[config.mk]
export PLATFORM = sky130hd
export DESIGN_NAME = bsg_link_packet_serializer
export DESIGN_NICKNAME = d
export VERILOG_FILES = /design/src/rtl/bsg_link_packet_serializer.sv
export SDC_FILE = /design/constraint.sdc
export NUM_CORES = 1
export LEC_CHECK = 0
export CORE_ASPECT_RATIO = 0.5
export CORE_MARGIN = 3
export CORE_UTILIZATION = 55
export DETAILED_ROUTE_END_ITERATION = 16
export PLACE_DENSITY = 0.91
export SLEW_MARGIN = 15
export SYNTH_ARGS = -nofsm -noshare
export SYNTH_HDL_FRONTEND = slang
export SYNTH_SLANG_ARGS = --single-unit
[constraint.sdc]
create_clock -name core_clk_i -period 4.08 [get_ports core_clk_i]
set_clock_uncertainty 0.15 [all_clocks]
set_input_delay 0.816 -clock core_clk_i [delete_from_list [all_inputs] [get_ports core_clk_i]]
set_output_delay 0.816 -clock core_clk_i [all_outputs]
set_load 0.02 [all_outputs]
[src/rtl/bsg_link_packet_serializer.sv]
// Splits one wide message into width_p-bit flits, LSB word first. It holds one message and sends the next one without a gap.
// Defining BSG_LINK_PACKET_SERIALIZER_STATS_EN adds saturating message and stall counters.
module bsg_link_packet_serializer #(
    parameter int msg_width_p = 128,
    parameter int width_p     = 32
) (
    input  logic                   core_clk_i,
    input  logic                   core_reset_n_i,
    input  logic                   msg_v_i,
    input  logic [msg_width_p-1:0] msg_data_i,
    output logic                   msg_ready_and_o,
    output logic                   flit_v_o,
    output logic [width_p-1:0]     flit_data_o,
    input  logic                   flit_ready_and_i,
    output logic                   busy_o
`ifdef BSG_LINK_PACKET_SERIALIZER_STATS_EN
    ,
    output logic [31:0]            stat_msgs_o,
    output logic [31:0]            stat_stalls_o
`endif
);

    localparam int num_flits_lp = (msg_width_p + width_p - 1) / width_p;
    localparam int cnt_width_lp = (num_flits_lp > 1) ? $clog2(num_flits_lp) : 1;
    localparam int buf_width_lp = num_flits_lp * width_p;
    localparam logic [cnt_width_lp-1:0] last_cnt_lp = cnt_width_lp'(num_flits_lp - 1);

    typedef enum logic {
        EMPTY = 1'b0,
        FULL  = 1'b1
    } state_e;

    state_e                  full_r;
    logic [buf_width_lp-1:0] msg_r;
    logic [cnt_width_lp-1:0] cnt_r;
    logic                    last;
    logic                    flit_xfer;
    logic                    msg_accept;

    assign last            = (full_r == FULL) && (cnt_r == last_cnt_lp);
    assign flit_xfer       = (full_r == FULL) && flit_ready_and_i;
    // Accepting while the last flit leaves keeps the stream gap-free.
    assign msg_ready_and_o = (full_r == EMPTY) || (last && flit_ready_and_i);
    assign msg_accept      = msg_v_i && msg_ready_and_o;
    assign flit_v_o        = (full_r == FULL);
    assign busy_o          = (full_r == FULL);

    generate
        if (num_flits_lp == 1) begin : g_single
            assign flit_data_o = msg_r;
        end else begin : g_multi
            logic [num_flits_lp-1:0][width_p-1:0] msg_words;
            assign msg_words   = msg_r;
            assign flit_data_o = msg_words[cnt_r];
        end
    endgenerate

    // NOTE: the payload register is reset too, so flit_data_o reads 0 while in reset.
    always_ff @(posedge core_clk_i or negedge core_reset_n_i) begin
        if (!core_reset_n_i) begin
            full_r <= EMPTY;
            cnt_r  <= '0;
            msg_r  <= '0;
        end else if (msg_accept) begin
            full_r <= FULL;
            cnt_r  <= '0;
            msg_r  <= buf_width_lp'(msg_data_i);
        end else if (flit_xfer) begin
            if (last) begin
                full_r <= EMPTY;
                cnt_r  <= '0;
            end else begin
                cnt_r  <= cnt_r + cnt_width_lp'(1);
            end
        end
    end

`ifdef BSG_LINK_PACKET_SERIALIZER_STATS_EN
    logic [31:0] stat_msgs_r;
    logic [31:0] stat_stalls_r;
    logic        stall;

    assign stall = (full_r == FULL) && !flit_ready_and_i;

    always_ff @(posedge core_clk_i or negedge core_reset_n_i) begin
        if (!core_reset_n_i) begin
            stat_msgs_r   <= '0;
            stat_stalls_r <= '0;
        end else begin
            if (flit_xfer && last && (stat_msgs_r != '1)) stat_msgs_r <= stat_msgs_r + 32'd1;
            if (stall && (stat_stalls_r != '1)) stat_stalls_r <= stat_stalls_r + 32'd1;
        end
    end

    assign stat_msgs_o   = stat_msgs_r;
    assign stat_stalls_o = stat_stalls_r;
`endif

endmodule

# Yosys cells after proc, flatten, opt, wreduce, memory -nomap -nowiden
# Cells that the tools add are included.
# W data, S select, Z words.
[classes] eq_ne=1 div=0 reduce_logical=8 multipliers=0 bitwise=1 n_lt_le_gt_ge=1 mux=8 n_addsub=1 shift=0
[op_table] op="$bmux W32 S2" n=1
[op_table] op="$mux W32" n=1
[op_table] op="$mux W2" n=3
[op_table] op="$logic_and A1 B1 Y1" n=4
[op_table] op="$reduce_bool A2 Y1" n=2
[op_table] op="$lt A2 B3 Y1 const B" n=1
[op_table] op="$mux W1" n=3
[op_table] op="$add A2 B1 Y2 const B" n=1
[op_table] op="$eq A2 B2 Y1 const B" n=1
[op_table] op="$reduce_and A2 Y1" n=1
[op_table] op="$logic_or A1 B1 Y1" n=1
[op_table] op="$not A1 Y1" n=1
[word_totals] reg_bits=131 input_bits=132 rom_bits=0 wordCells=23 mem_bits_rw=0 out_inout_bits=35 latch_bits=0 mem_count=0

# Longest topological paths before layout
[logic_depth] depth_word=7 ltp_mapped=5 mapped_depth_nobuf=3

# Worst setup path before layout
# Ideal clock, no wire load.
[synth_timing] kind="input-to-output" start="in flit_ready_and_i" end="out msg_ready_and_o" t_required_ns=3.114 cell_stages=4 path_buffers=2 setup_slack_ns=1.697 arrival_time_ns=1.417 cell_sequence="a21boi_2 -> buf_6 -> buf_6 -> inv_1"
[synth_between] elab_chain_cells=2
[synth_rtl] item="start: declaration" line_no="14" source="input logic flit_ready_and_i,"
[synth_rtl] item="$logic_and A1 B1 Y1" line_no="43" source="assign msg_ready_and_o = (full_r == EMPTY) || (last && flit_ready_and_i);"
[synth_rtl] item="$logic_or A1 B1 Y1" line_no="43"
[synth_rtl] item="end: declaration" line_no="11" source="output logic msg_ready_and_o,"
# No other way between the ends.

# Worst setup path in the final report
[layout_timing] start="reg cnt_r[0]" end="out flit_data_o[25]"
[layout_between] elab_chain_cells=2
[layout_rtl] item="start: declaration" line_no="35" source="logic [cnt_width_lp-1:0] cnt_r;"
[layout_rtl] item="start signal: assignment" line_no="73" source="cnt_r <= cnt_r + cnt_width_lp'(1);"
[layout_rtl] item="$bmux W32 S2" line_no="54" source="assign flit_data_o = msg_words[cnt_r];"
[layout_rtl] item="$mux W32 (not written as such)" line_no="54"
[layout_rtl] item="end: declaration" line_no="13" source="output logic [width_p-1:0] flit_data_o,"
# No other way between the ends. The select of a mux whose other input is x is not followed.

==> flow_summary.ini <==
[die]
start_util = 0.581
ios = 167
core-area_sq_mm = 0.0131
core.rowCount = 29
dieArea_sq_mm = 0.0153
dieWidth_microns = 172
die_h_microns = 89.1

[layout]
nets = 889
final_area_sq_mm = 0.00967
drive_gt1_frac = 0.264
antenna_cells = 0
fill_cells = 881
areaGrowthSynthToFinish_pct = 27.4

[logic_synthesis]
ys_warn_count = 0
ys_top_cells_by_area = dfrtp_1 43%, o32ai_2 26%, mux4_2 9.5%, nand2_1 6.4%, inv_1 6.4%
ys_seq_elements = 131
synth_cell_types = 20
synth_edf_count = 0
avgSynthCellArea_sq_um = 12.1
syn-cell-area_sq_mm = 0.00759
ys_seq_area_frac = 0.432
synthArstFlopShare = 1.00
synth_flop_cell = dfrtp_1
syn-instance-count = 626
synth_top_area_share = 0.432
synth_nets = 759
yosysTopAreaCell = dfrtp_1

[drt]
totalWireLength_microns = 17900
via_count = 5311
drt_iter0_drc = 459
post_drt_wl_per_cell_microns = 19.1
drtPass1Iterations = 5
drc = 0
vias_per_cell = 5.66
ant_nets = 0

[timing]
setup_violations = 0
min_period_ns = 3.25
maxSlewViolCount = 0
rsz0062_at_grt = no
fin_crit_sh = 0.796
hold_violations = 0
setup_tns_ns = 0
worst_slew_pin_slew_ns = 1.04
slew_headroom = 0.307
clock.fmax_mhz = 308

[global_routing]
antenna_found_initial = 0
grt_pass1_wl_microns = 28700
grt_usage = 0.240
grt_start_max_net_pins = 130
grt_overflow = 0
grt_pass1_vias = 5541

[pwr]
power_mw = 7.52
sw_frac_of_total = 0.349
pwr-share-clk = 0.186
p_switching_mw = 2.63
seqPwrFrac = 0.309
power.internal_mw = 4.89
powerDensity_mw_per_mm2 = 778
p_leak_nw = 4.16
worst_ir_drop_vdd_uv = 455
combPwrFrac = 0.506

[clock_tree]
cts_setup_buffers = 0
ctsResizeCount = 0
cts_tree = done
clk_pin_slew_worst_paths_ns = 0.06
clockBufferDepth = 2
clk_latency_ns = 0.40
ctsHoldBuffers = 0
htree_levels = 4
cts.sinks = 131
numCtsBuffers = 17
clockRootBuffer = clkbuf_16

[critical_path]
crit_family = buffers and inverters
worstPathRequired_ns = 3.11
end_kind = output port
cp_max_fo = 31
cp_slowest_cell = mux4_2
rrSetupSlack_ns = 1.82
path_cells = buf_12, mux4_2, clkdlybuf4s50_1
start_kind = register
worstSetupPathType = reg -> out
cp_slowest_stage_delay_ns = 0.57
cp_num_buf_inv = 2
cp_data_arrival_time_ns = 2.28

[min_path]
hp-class = in -> async

[placed_design]
io_buffers = 166
gp_congestion = 0.766
hpwl_microns = 11400
placed_area_sq_mm = 0.00910

[job]
max_cap_viol_count = 0

[status]
run_status = finished, final reports clean
[cells in the mapped netlist, types with 4 or more instances]
| cell | instances |
|---|---|
| mux4_2 | 32 |
| buf_4 | 4 |
| dfrtp_1 | 131 |
| inv_1 | 129 |
| clkbuf_1 | 14 |
| nand2_1 | 130 |
| buf_6 | 29 |
| o32ai_2 | 120 |
| o32ai_1 | 8 |
| buf_2 | 19 |
[layer usage]
| metal | global-route usage | wire [microns] | vias to the layer above |
|---|---|---|---|
| li1 | - | - | 2470 |
| met1 | 0.321 | 7560 | 2688 |
| met2 | 0.409 | 9160 | 132 |
| met3 | 0.0442 | 905 | 21 |
| met4 | 0.0739 | 256 | 0 |
| met5 | 0 | 0 | - |
[registers in the layout, summed over array words and instances, names as in the netlist]
signal,cells
busy_o,1
cnt_r,2
g_multi.msg_words,128
[area by class of cell]
cell class	instances	area, sq um	area share
repair buffers	177	1810	0.187
clock inverters	13	106	0.0110
multi-input cells	300	3330	0.345
well taps	170	213	0.0220
clock buffers	18	439	0.0454
flip-flops and latches	131	3280	0.339
inverters	129	484	0.0501
[worst paths after layout]
path,start,to,cells past startpoint
setup reg to reg,cnt_r[0],g_multi.msg_words[87],4
hold / removal,core_reset_n_i,g_multi.msg_words[83],1
hold reg to reg,g_multi.msg_words[110],g_multi.msg_words[110],2
min in group core_clk_i,g_multi.msg_words[110],g_multi.msg_words[110],2
max in group asynchronous,core_reset_n_i,g_multi.msg_words[105],3
setup / recovery,cnt_r[0],flit_data_o[25],3
[placed cells by master, fill, tap and decap left out, types with 6 or more instances in the layout]
cell type          n
clkinvlp_4         6
dfrtp_1          129
mux4_2            32
nand2_1          130
inv_1            129
buf_4              7
clkdlybuf4s50_1  164
clkbuf_16         17
o32ai_2          120
o32ai_1            8
[power by group through the flow]
stage	Combinational, mW	Sequential (mW)	Clock (mW)
after floorplan	2.87	2.18	0
after global placement	3.73	2.28	0
after detailed placement	3.81	2.34	0
after CTS	3.84	2.32	1.42
after global routing	4.06	2.40	1.48
final	3.80	2.32	1.40
[worst register-to-register path, cell delays in order, from the launching register on]
cell and delay (ns):
dfrtp_2 0.44, ha_1 0.29, and3_4 0.64, buf_12 0.42, o32ai_2 0.17
[metrics by stage]
stage          hold WS [ns]  setup WS [ns]  utilization  std cells
6_report              0.132          0.834        0.740        938
5_1_grt               0.141          0.726        0.740        938
4_1_cts               0.398          0.797        0.738        937
3_5_place_dp          0.388          0.891        0.696        906
3_3_place_gp          0.380          0.902        0.696        906
2_1_floorplan         0.364           1.70            -        626
[cell families after synthesis]
kind of cell	count (synthesis)	synth area share
compound gates	131	0.270
fa+ha+maj	1	0.00165
buf+inv	195	0.130
flops	131	0.432
mux	32	0.0949
simple gates	136	0.0713
Power figures use the tool's default switching activity.
